**config.mk**
```make
export PLATFORM = sky130hd
export DESIGN_NAME = wb_raxm_master
export DESIGN_NICKNAME = d
export VERILOG_FILES = /design/src/rtl/wb_raxm_master.sv
export SDC_FILE = /design/constraint.sdc
export NUM_CORES = 1
export LEC_CHECK = 0
export ABC_AREA = 1
export BUFFER_PORTS_ARGS = -buffer_cell sky130_fd_sc_hd__buf_2
export CAP_MARGIN = 15
export CORE_ASPECT_RATIO = 0.9
export CORE_MARGIN = 2
export CORE_UTILIZATION = 30
export CTS_CLUSTER_SIZE = 28
export DETAILED_ROUTE_END_ITERATION = 10
export SYNTH_ARGS = -nofsm -noshare
export SYNTH_HDL_FRONTEND = slang
export SYNTH_SLANG_ARGS = --single-unit
```
**constraint.sdc**
```tcl
create_clock -name wb_clk_i -period 3.9 [get_ports wb_clk_i]
set_input_delay 0.195 -clock wb_clk_i [delete_from_list [all_inputs] [get_ports wb_clk_i]]
set_output_delay 0.195 -clock wb_clk_i [all_outputs]
set_load 0.005 [all_outputs]
```
**src/rtl/wb_raxm_master.sv**
```systemverilog
// Wishbone classic master that runs one multiply on a memory-mapped multiplier.
// It writes operand A, then operand B, then reads the result, aborting any access that waits too long for ack.
module wb_raxm_master #(
  parameter logic [31:0] BASE_ADDR = 32'h3000_0000,
  parameter int          TIMEOUT   = 255
) (
  input  logic        wb_clk_i,
  input  logic        wb_rst_ni,
  input  logic        start_i,
  input  logic [15:0] op_a_i,
  input  logic [15:0] op_b_i,
  output logic        busy_o,
  output logic        done_o,
  output logic        err_o,
  output logic [31:0] result_o,
  output logic        wbm_cyc_o,
  output logic        wbm_stb_o,
  output logic        wbm_we_o,
  output logic [31:0] wbm_adr_o,
  output logic [3:0]  wbm_sel_o,
  output logic [31:0] wbm_dat_o,
  input  logic [31:0] wbm_dat_i,
  input  logic        wbm_ack_i
);

  localparam logic [15:0] TO_CNT = 16'(TIMEOUT);

  typedef enum logic [2:0] {
    IDLE, WR_A, GAP_A, WR_B, GAP_B, RD_RES, DONE, ABORT
  } state_e;

  state_e      state_q, state_d;
  logic [15:0] a_q, a_d;
  logic [15:0] b_q, b_d;
  logic [15:0] cnt_q, cnt_d;
  logic [31:0] result_q, result_d;
  logic        bus_req;

  always_ff @(posedge wb_clk_i or negedge wb_rst_ni) begin
    if (!wb_rst_ni) begin
      state_q  <= IDLE;
      a_q      <= '0;
      b_q      <= '0;
      cnt_q    <= '0;
      result_q <= '0;
    end else begin
      state_q  <= state_d;
      a_q      <= a_d;
      b_q      <= b_d;
      cnt_q    <= cnt_d;
      result_q <= result_d;
    end
  end

  // Shared wait handling for the three bus states: ack wins over timeout on the same cycle.
  always_comb begin
    state_d  = state_q;
    a_d      = a_q;
    b_d      = b_q;
    cnt_d    = cnt_q;
    result_d = result_q;
    bus_req  = 1'b0;
    unique case (state_q)
      IDLE: begin
        if (start_i) begin
          a_d     = op_a_i;
          b_d     = op_b_i;
          cnt_d   = '0;
          state_d = WR_A;
        end
      end
      WR_A, WR_B, RD_RES: begin
        bus_req = 1'b1;
        if (wbm_ack_i) begin
          cnt_d = '0;
          case (state_q)
            WR_A:    state_d = GAP_A;
            WR_B:    state_d = GAP_B;
            default: begin
              result_d = wbm_dat_i;
              state_d  = DONE;
            end
          endcase
        end else if (cnt_q == TO_CNT) begin
          cnt_d   = '0;
          state_d = ABORT;
        end else begin
          cnt_d = cnt_q + 16'd1;
        end
      end
      GAP_A: begin
        cnt_d   = '0;
        state_d = WR_B;
      end
      GAP_B: begin
        cnt_d   = '0;
        state_d = RD_RES;
      end
      DONE:    state_d = IDLE;
      ABORT:   state_d = IDLE;
      default: state_d = IDLE;
    endcase
  end

  // Bus outputs are decoded from registered state, so they hold steady across wait states.
  always_comb begin
    wbm_cyc_o = bus_req;
    wbm_stb_o = bus_req;
    wbm_we_o  = 1'b0;
    wbm_sel_o = bus_req ? 4'hF : 4'h0;
    wbm_adr_o = '0;
    wbm_dat_o = '0;
    unique case (state_q)
      WR_A: begin
        wbm_we_o  = 1'b1;
        wbm_adr_o = BASE_ADDR;
        wbm_dat_o = {16'h0, a_q};
      end
      WR_B: begin
        wbm_we_o  = 1'b1;
        wbm_adr_o = BASE_ADDR + 32'h4;
        wbm_dat_o = {16'h0, b_q};
      end
      RD_RES: wbm_adr_o = BASE_ADDR + 32'h8;
      default: ;
    endcase
  end

  assign busy_o   = (state_q != IDLE);
  assign done_o   = (state_q == DONE);
  assign err_o    = (state_q == ABORT);
  assign result_o = result_q;

endmodule

```
==> results.yml <==
drt:
  wl_microns: 9950
  drcViolationCount: 0
  wire_per_inst_microns: 12.7
  firstDrtPassIters: 4
  dr_total_vias: 3479
  ant_nets: 0
  via_per_inst: 4.44
  drtIter0Drc: 172
finish:
  nFillCells: 1526
  final_util: 0.363
  layout-drive-gt1-share: 0.320
  antennaDiodeCount: 0
  area_delta_synth_final_pct: 19.8
  register_area_sq_mm: 0.00208
  layout.nets: 649
  instances_no_fill: 783
  multi_input_area_sq_mm: 0.00189
global_route:
  gr-usage-all-layers: 0.133
  overflow: 0
  grt_pass1_wl_microns: 16600
  grt_pass1_vias: 3393
  grt.met2_usage: 0.205
  grt.busiest_layer: "met2"
  met3_usage: 0.0609
  antenna_found_initial: 0
  grt_start_max_net_pins: 84
  globalRouteMet1Util: 0.165
cts:
  hold_buffers: 0
  cts_setup_buffers: 0
  ctsResizeCount: 0
  numCtsBuffers: 9
  ctsLongestPathBuffers: 2
  root_buffer: "clkbuf_16"
  clkLatencyLatePin_ns: 0.35
  clk_pin_slew_ns: 0.07
  clkSinkCount: 83
  cts-htree-levels: 3
  cts_tree: "built"
placed_design:
  gp_congestion: 0.781
  place_inst: 767
  port_buffers: 129
  preCtsSetupSlack_ns: 1.10
  dpl.hpwl_microns: 7110
critical_path:
  start_kind: "register"
  cp_common_cell: "nand2_1"
  worst_path_largest_cell_delay_ns: 0.85
  required_ns: 4.13
  critPathSlowestCell: "dfrtp_1"
  regToRegSetupSlack_ns: 1.13
  r2r_end: "result_o[5]"
  worstPathCellList: "inv_2 -> nor2_1 -> inv_1 -> nor2_2 -> buf_4 -> nand2_1 -> nand2_1 -> nand2_1"
  crit_path_end_kind: "register"
  reg2reg_depth: 8
  path_max_fanout: 34
  cp-startpoint: "state_q[0]"
  timing.rr.start: "state_q[0]"
  crit_path_end: "result_o[5]"
  critPathKind: "reg2reg"
  worstPathArrival_ns: 3.00
timing:
  whs_ns: 0.0304
  min_period_over_period: 0.710
  skew_ns: 0.0107
  slew_headroom: 0.314
  fmax_mhz: 361
  max_slew.worst_pin.slew_ns: 1.03
  rsz0062_at_grt: "no"
  finalHoldViolCount: 0
  tns_ns: 0
  drv_slew: 0
  layout_min_cycle_time_ns: 2.77
  final.setup.worst_slack_ns: 1.13
  setup-violations-final: 0
synthesis:
  syn_area_sq_mm: 0.00441
  yosys.cell_types.count: 31
  synth_warnings: 0
  synth-seq-cells: 83
  synth_cells: 467
  synth-edff-count: 0
  seq_area_frac_synth: 0.471
  async_flop_share: 1.00
  synth_ff_type: "dfrtp_1"
  syn_area_per_cell_sq_um: 9.44
floorplan:
  pin_count: 174
  die_w_microns: 132
  rows: 42
  core-area_sq_mm: 0.0146
  die_y_microns: 119
  floorplan.initialDensity: 0.303
  die_area_sq_mm: 0.0157
power:
  p_per_area_mw_per_mm2: 722
  power_leakage_nw: 2.81
  worst_ir_drop_vdd_v: 0.000510
worst_hold_path:
  hp-class: "in2async"
status:
  status: "completed"
flow_run:
  cap_violations: 0
==> synth_stat cells, types with 2 or more instances <==
library cell	count	area, sq um
nand2_1	130	488
dfrtp_1	83	2080
buf_4	53	398
nand3_1	43	215
nor2_1	38	143
mux2_4	30	450
inv_1	20	75.1
a32o_1	16	160
buf_2	7	35.0
o21bai_1	7	52.6
buf_6	5	56.3
clkbuf_1	5	18.8
o21ai_0	5	25.0
nand4_1	3	18.8
mux2_2	2	22.5
nand3_4	2	35.0
nand3b_1	2	15.0
nor2_2	2	12.5
o211ai_1	2	15.0
==> logic make-up (layout without fill, tap and decap cells) <==
family,count (synthesis),in the layout,synth area share
AND/OR/NAND/NOR,224,224,0.221
buffers and inverters,94,169,0.136
flip-flops,83,83,0.471
adder cells (fa/ha/maj),1,1,0.00284
multiplexers,32,32,0.107
other,1,44,0.000850
AO/OA/AOI/OAI,32,32,0.0604
==> critical path, delay by kind of cell, from the launching register on <==
| kind | cells | cell delay (ns) |
|---|---|---|
| buffers and inverters | 3 | 0.61 |
| AND/OR/NAND/NOR | 5 | 1.16 |
| flip-flops | 1 | 0.85 |
==> cell type report <==
class	instances	share of cell area
Clock buffer	12	0.0467
Clock inverter	4	0.0140
Inverter	23	0.0168
Multi-Input combinational cell	333	0.358
Sequential cell	83	0.393
Tap cell	198	0.0469
Timing Repair Buffer	130	0.124
==> flip-flops by register name, indices dropped and copies added (netlist names) <==
name	count
result_o	32
a_q	16
b_q	16
cnt_q	16
state_q	3
==> routing by layer <==
metal  vias up  part of all wire  routed length, microns
met5         -                 0                       0
met4         0             0.014                     140
met1      1682              0.44                    4410
li1       1654                 -                       -
met2       131              0.45                    4520
met3        12             0.088                     875
==> through the flow <==
stage | power [mW] | instance area [sq um]
5_1_grt | 4.09 | 5280
2_1_floorplan | 2.48 | 4570
3_5_place_dp | 2.92 | 4960
3_3_place_gp | 2.87 | 4960
4_1_cts | 3.86 | 5280
6_report | 3.81 | 5280
==> cells in the final DEF (no fill, tap or decap), types with 2 or more instances in the layout <==
cell	netlist	routed
clkbuf_16	0	9
buf_2	7	128
inv_1	20	20
nand3_1	43	43
nand2_1	130	130
nand3_4	2	2
buf_4	53	2
nand3b_1	2	2
mux2_2	2	2
o211ai_1	2	2
conb_1	1	44
nand4_1	3	3
a32o_1	16	16
nor2_1	38	38
nor2_2	2	2
mux2_4	30	30
dfrtp_1	83	83
clkbuf_1	5	2
bufinv_16	0	2
o21ai_0	5	5
o21bai_1	7	7
==> how the worst min path moves through the flow <==
stage | start | end | slack, ns
after floorplan | wb_rst_ni | a_q[0] | -0.10
after global placement | op_a_i[12] | a_q[12] | 0.43
after detailed placement | wbm_dat_i[17] | result_o[17] | 0.43
after CTS | op_a_i[5] | a_q[5] | 0.06
after global routing | op_a_i[11] | a_q[11] | 0.06
final | wb_rst_ni | b_q[9] | 0.03
==> report_power, final <==
part	internal (mW)	total (mW)	leakage (nW)	switching, mW
clock network	0.579	0.927	0.157	0.348
registers	1.21	1.48	1.04	0.269
logic	0.692	1.41	1.61	0.716
total	2.48	3.81	2.81	1.33
Note: power is estimated with default switching activity, not from simulation.
